===== src/rtl/mmio_bus_controller.sv =====
// mmio_bus_controller: routes CPU data accesses to RAM, I/O registers
// or a bus-error response, with per-region wait states and fault status.
// Ports: clk/reset; CPU req/addr/we/wdata -> ready/rdata/err;
// RAM ram_en/ram_we/ram_addr/ram_wdata <- ram_rdata;
// io_q packed I/O register bank; err_clr -> fault/fault_addr.
module mmio_bus_controller #(
   parameter int ADDR_W = 32,
   parameter int DATA_W = 32,
   parameter logic [ADDR_W-1:0] RAM_BASE = ADDR_W'(32'h0),
   parameter logic [ADDR_W-1:0] RAM_LAST = ADDR_W'(32'h200),
   parameter logic [ADDR_W-1:0] IO_BASE = ADDR_W'(32'h208),
   parameter int NUM_IO = 2,
   parameter int RAM_WAIT = 1,
   parameter int IO_WAIT = 0
) (
   input  logic                     clk,
   input  logic                     reset,
   input  logic                     req,
   input  logic [ADDR_W-1:0]        addr,
   input  logic                     we,
   input  logic [DATA_W-1:0]        wdata,
   output logic                     ready,
   output logic [DATA_W-1:0]        rdata,
   output logic                     err,
   output logic                     ram_en,
   output logic                     ram_we,
   output logic [ADDR_W-1:0]        ram_addr,
   output logic [DATA_W-1:0]        ram_wdata,
   input  logic [DATA_W-1:0]        ram_rdata,
   output logic [NUM_IO*DATA_W-1:0] io_q,
   input  logic                     err_clr,
   output logic                     fault,
   output logic [ADDR_W-1:0]        fault_addr
);

   localparam int IDX_W = (NUM_IO > 1) ? $clog2(NUM_IO) : 1;
   localparam logic [3:0] RAM_CNT = 4'(RAM_WAIT);
   localparam logic [3:0] IO_CNT = 4'(IO_WAIT);

   typedef enum logic [1:0] {IDLE, BUSY, RESP} state_t;
   typedef enum logic [1:0] {REG_RAM, REG_IO, REG_ERR} region_t;

   state_t state;
   state_t stateNext;
   logic [3:0] cnt;
   logic [3:0] cntNext;
   region_t newRegion;
   region_t accRegion;
   logic [IDX_W-1:0] newIdx;
   logic [IDX_W-1:0] accIdx;
   logic ioHit;
   logic ramHit;
   logic accWe;
   logic accept;
   logic ioWr;
   logic [NUM_IO-1:0][DATA_W-1:0] ioReg;

   assign io_q = ioReg;

   // Region decode of the request; the result is latched on accept
   // alongside the address so the access tag never changes mid-flight.
   always_comb begin
      ioHit = 1'b0;
      newIdx = '0;
      for (int k = 0; k < NUM_IO; k++) begin
         if (addr == IO_BASE + ADDR_W'(4 * k)) begin
            ioHit = 1'b1;
            newIdx = IDX_W'(k);
         end
      end
      // offset compare keeps the window test free of
      // constant-zero bounds when RAM_BASE is 0
      ramHit = (addr - RAM_BASE) <= (RAM_LAST - RAM_BASE);
      if (addr[1:0] != 2'b00) begin
         newRegion = REG_ERR;
      end else if (ramHit) begin
         newRegion = REG_RAM;
      end else if (ioHit) begin
         newRegion = REG_IO;
      end else begin
         newRegion = REG_ERR;
      end
   end

   always_ff @(posedge clk or posedge reset) begin
      if (reset) begin
         state <= IDLE;
         cnt <= '0;
      end else begin
         state <= stateNext;
         cnt <= cntNext;
      end
   end

   always_comb begin
      stateNext = state;
      cntNext = cnt;
      accept = 1'b0;
      ioWr = 1'b0;
      ready = 1'b0;
      err = 1'b0;
      ram_en = 1'b0;
      ram_we = 1'b0;
      rdata = '0;
      unique case (state)
         IDLE: begin
            if (req) begin
               accept = 1'b1;
               if (newRegion == REG_ERR) begin
                  stateNext = RESP;
               end else begin
                  stateNext = BUSY;
                  cntNext = (newRegion == REG_RAM)
                          ? RAM_CNT : IO_CNT;
               end
            end
         end
         BUSY: begin
            ram_en = (accRegion == REG_RAM);
            if (cnt == 4'd0) begin
               stateNext = RESP;
            end else begin
               cntNext = cnt - 4'd1;
            end
         end
         RESP: begin
            ready = 1'b1;
            ram_en = (accRegion == REG_RAM);
            ram_we = (accRegion == REG_RAM) && accWe;
            err = (accRegion == REG_ERR);
            ioWr = (accRegion == REG_IO) && accWe;
            if (!accWe) begin
               if (accRegion == REG_RAM) begin
                  rdata = ram_rdata;
               end else if (accRegion == REG_IO) begin
                  rdata = ioReg[accIdx];
               end
            end
            stateNext = IDLE;
         end
         default: begin
            stateNext = IDLE;
         end
      endcase
   end

   always_ff @(posedge clk or posedge reset) begin
      if (reset) begin
         ram_addr <= '0;
         ram_wdata <= '0;
         accWe <= 1'b0;
         accRegion <= REG_RAM;
         accIdx <= '0;
      end else if (accept) begin
         ram_addr <= addr;
         ram_wdata <= wdata;
         accWe <= we;
         accRegion <= newRegion;
         accIdx <= newIdx;
      end
   end

   always_ff @(posedge clk or posedge reset) begin
      if (reset) begin
         ioReg <= '0;
      end else if (ioWr) begin
         ioReg[accIdx] <= ram_wdata;
      end
   end

   // The first fault address is held until cleared; a fault arriving
   // in the same cycle as the clear takes over the status.
   always_ff @(posedge clk or posedge reset) begin
      if (reset) begin
         fault <= 1'b0;
         fault_addr <= '0;
      end else if (err) begin
         fault <= 1'b1;
         if (!fault || err_clr) begin
            fault_addr <= ram_addr;
         end
      end else if (err_clr) begin
         fault <= 1'b0;
      end
   end

endmodule


===== config.mk =====
export PLATFORM = sky130hd
export DESIGN_NAME = mmio_bus_controller
export DESIGN_NICKNAME = d
export VERILOG_FILES = /design/src/rtl/mmio_bus_controller.sv
export SDC_FILE = /design/constraint.sdc
export NUM_CORES = 1
export LEC_CHECK = 0
export ABC_CLOCK_PERIOD_IN_PS = 6250
export BUFFER_PORTS_ARGS = -buffer_cell sky130_fd_sc_hd__buf_2
export CELL_PAD_IN_SITES_DETAIL_PLACEMENT = 1
export CELL_PAD_IN_SITES_GLOBAL_PLACEMENT = 1
export CORE_ASPECT_RATIO = 1.75
export CORE_MARGIN = 1
export CORE_UTILIZATION = 38
export CTS_CLUSTER_SIZE = 28
export DETAILED_ROUTE_END_ITERATION = 7
export PLACE_DENSITY_LB_ADDON = 0.3
export SETUP_SLACK_MARGIN = 0.3
export SLEW_MARGIN = 15
export SYNTH_ARGS = -nofsm -noshare
export SYNTH_HDL_FRONTEND = slang
export SYNTH_SLANG_ARGS = --single-unit
export TNS_END_PERCENT = 5

===== constraint.sdc =====
create_clock -name clk -period 6.25 [get_ports clk]
set_input_delay 0.625 -clock clk [delete_from_list [all_inputs] [get_ports clk]]
set_output_delay 0.625 -clock clk [all_outputs]
set_load 0.03 [all_outputs]

==> flow_summary_export.csv <==
group,metric,value,unit
outcome,status,"complete, no violations",
placement,hpwl,15900,um
drt,wl_per_cell,19.6,um
synth,yosysWarnings,0,
drt,drt_iter0_markers,146,
setup_path,crit_fanout,32,
global_routing,grt_max_degree,104,
setup_path,reg2reg_from,"state[0]$_DFFE_PP0P_",
final_layout,syn2layout_area_growth,30.8,%
final_layout,utilization,0.506,
sta,fin_crit_sh,0.491,
setup_path,r2r_setup_slack,3.61,ns
floorplan,die_height,186,um
sta,slew_headroom,0.283,
synth,ys_types,38,
setup_path,max_stage_delay,0.40,ns
floorplan,pin_count,298,
setup_path,startpoint_type,"flip-flop",
setup_path,reg2reg_depth,5,
power_and_ir_drop,power.leakage,4.83,nW
placement,gp_congestion,0.765,
sta,finalClockSkew,0.0133,ns
power_and_ir_drop,powerDensity,477,mW/mm^2
drt,antenna_left,0,
clock_tree,post_cts_resized,0,
drt,drc,0,
power_and_ir_drop,seqPwrFrac,0.371,
power_and_ir_drop,power_frac_clock,0.218,
drt,routed_wl,21300,um
synth,synth_edf_count,0,
placement,placed_area,0.00911,mm^2
clock_tree,cts_tree,"yes",
hold_path,min-delay-path-class,"input pin to async pin",
floorplan,row_count,67,
floorplan,start_util,0.386,
power_and_ir_drop,peakVddDrop,0.307,mV
power_and_ir_drop,switchingPower,1.98,mW
power_and_ir_drop,combinationalPowerShare,0.410,
sta,fin_crit,3.07,ns
clock_tree,post_cts_buffers,0,
synth,yosysSeqAreaShare,0.579,
global_routing,antenna_found_initial,1,
clock_tree,clk_pin_slew_worst_paths,0.07,ns
setup_path,r2r_end,"ram_addr[29]$_DFFE_PP0P_",
synth,syn-num-nets,643,
setup_path,crit_type,"flip-flop to primary output",
synth,netlist_instances,538,
drt,drt_pass1_iterations,4,
job,cap_violations,0,
clock_tree,cts_buffers,17,
drt,viasPerCell,5.15,
clock_tree,h-tree-depth,4,
floorplan,dieArea,0.0200,mm^2
setup_path,critPathSlowestCell,"dfrtp_1",
global_routing,grt_pass1_wl,33600,um
global_routing,grt_usage,0.221,
synth,syn_avg_cell_area,13.7,um^2
global_routing,overflow,0,
setup_path,critPathLaunch,"state[0]$_DFFE_PP0P_",
setup_path,path_cells,"inv_1, ha_1, nor2b_1, nand2b_1, buf_4, a211oi_1, buf_2",
clock_tree,postCtsHoldBufs,0,
power_and_ir_drop,p_int,2.63,mW
final_layout,design_area,0.00967,mm^2
sta,fin_setup_tns,0,ns
setup_path,worstSetupEndpoint,"rdata[31]",
sta,report.final.hold_viol_count,0,
synth,netlist_area,0.00739,mm^2
power_and_ir_drop,p_sw_frac,0.430,
sta,clock.fmax,0.326,GHz
sta,tightest_slew,1.07,ns
placement,port_buffers,297,
global_routing,grt_pass1_vias,6157,
clock_tree,clock_latency,0.42,ns
synth,ys.flop_type,"dfrtp_1",
sta,slew_violations,0,
drt,num_vias,5575,
setup_path,cp.required,5.62,ns
clock_tree,clockRootBuffer,"clkbuf_16",
synth,ys_async_sr_fraction,1.00,
final_layout,finalNetCount,933,
floorplan,core_area,0.0191,mm^2
setup_path,cp-end-kind,"primary output",
final_layout,drive_gt1_frac,0.598,
clock_tree,clock_path_buffers,2,
floorplan,die_x,107,um
sta,finalSetupViolCount,0,
clock_tree,clock_sinks,171,
setup_path,worstPathArrival,2.44,ns
sta,rsz0062_at_grt,"no",
synth,ys_ff_latch,171,
==> sequential cells by signal, indices dropped and copies added, names as in the netlist <==
| signal | count |
|---|---|
| ram_wdata | 32 |
| accRegion | 2 |
| state | 2 |
| fault | 1 |
| io_q | 64 |
| fault_addr | 32 |
| cnt | 4 |
| accWe | 1 |
| accIdx | 1 |
| ram_addr | 32 |
==> cell usage in the layout, fill, tap and decap left out, drive strengths merged, types with 9 or more instances in the layout <==
cell | netlist | layout
clkbuf | 14 | 17
inv | 8 | 19
nor2 | 34 | 34
mux2 | 159 | 159
dfrtp | 171 | 171
buf | 18 | 303
a211oi | 32 | 32
nand2 | 14 | 14
o21ai | 9 | 9
nor4 | 9 | 9
mux2i | 32 | 32
==> synthesized netlist by cell type, drive strengths merged (3+ instances only) <==
library cell	count	area (um^2)
buf	18	86.3
nand3b	3	22.5
nor2	34	128
nor4	9	62.6
inv	8	30.0
a211oi	32	240
nand2b	4	25.0
mux2	159	1790
ha	4	50.1
dfrtp	171	4280
nand2	14	52.6
mux2i	32	320
o21ai	9	45.0
clkbuf	14	52.6
==> through the flow <==
stage          power, mW  cells  setup slack [ns]  hold slack, ns
2_1_floorplan       3.00    538             0.993           0.494
5_1_grt             4.84   1083              3.01           0.414
3_5_place_dp        3.65   1050              3.51           0.491
6_report            4.61   1083              3.18           0.367
3_3_place_gp        3.59   1050              3.65           0.478
4_1_cts             4.67   1082              3.05           0.417
==> cell type report <==
type | instances | area, um^2
antenna | 1 | 2.50
clock buffer | 17 | 425
timing repair buffer | 303 | 1530
tap | 241 | 302
clock inverter | 15 | 129
sequential | 171 | 4280
inverter | 8 | 35.0
fill | 2061 | 9450
multi-input combinational | 327 | 2960
==> cell families (layout without fill, tap and decap cells) <==
| kind of cell | after synthesis | count (layout) | share of synthesized area |
|---|---|---|---|
| other | 0 | 1 | 0 |
| muxes | 191 | 191 | 0.286 |
| and+or+nand+nor | 78 | 78 | 0.0518 |
| buffers and inverters | 40 | 343 | 0.0229 |
| adders and majority gates | 4 | 4 | 0.00678 |
| AOI/OAI and AO/OA | 54 | 54 | 0.0535 |
| DFF | 171 | 171 | 0.579 |
==> critical path, delay by kind of cell (launching register included) <==
family          cells  cell delay, ns
compound gates      1            0.36
flops               1            0.40
buf+inv             3            0.63
fa+ha+maj           1            0.19
simple gates        2            0.42
==> how the worst min path moves through the flow <==
| stage | from | endpoint | slack, ns | depth (start not counted) |
|---|---|---|---|---|
| 2_1_floorplan | state[0]$_DFFE_PP0P_ | state[0]$_DFFE_PP0P_ | 0.49 | 1 |
| 3_3_place_gp | ram_addr[2]$_DFFE_PP0P_ | ram_addr[2]$_DFFE_PP0P_ | 0.48 | 2 |
| 3_5_place_dp | fault_addr[5]$_DFFE_PP0P_ | fault_addr[5]$_DFFE_PP0P_ | 0.49 | 1 |
| 4_1_cts | wdata[8] | ram_wdata[8]$_DFFE_PP0P_ | 0.42 | 2 |
| 5_1_grt | wdata[9] | ram_wdata[9]$_DFFE_PP0P_ | 0.41 | 2 |
| 6_report | reset | ram_addr[8]$_DFFE_PP0P_ | 0.37 | 2 |
==> routing by layer <==
metal / part of all wire / track usage
met1: 0.36 / 0.226
met2: 0.56 / 0.419
met3: 0.067 / 0.0580
met4: 0.019 / 0.0811
met5: 0 / 0
==> power by group through the flow <==
| stage | logic (mW) | clock network [mW] | registers, mW |
|---|---|---|---|
| after floorplan | 0.684 | 0 | 2.32 |
| after global placement | 1.88 | 0 | 1.71 |
| after detailed placement | 1.91 | 0 | 1.74 |
| after CTS | 1.92 | 1.04 | 1.72 |
| after global routing | 2.00 | 1.08 | 1.77 |
| final | 1.89 | 1.01 | 1.71 |
(Power assumes the default switching activity.)
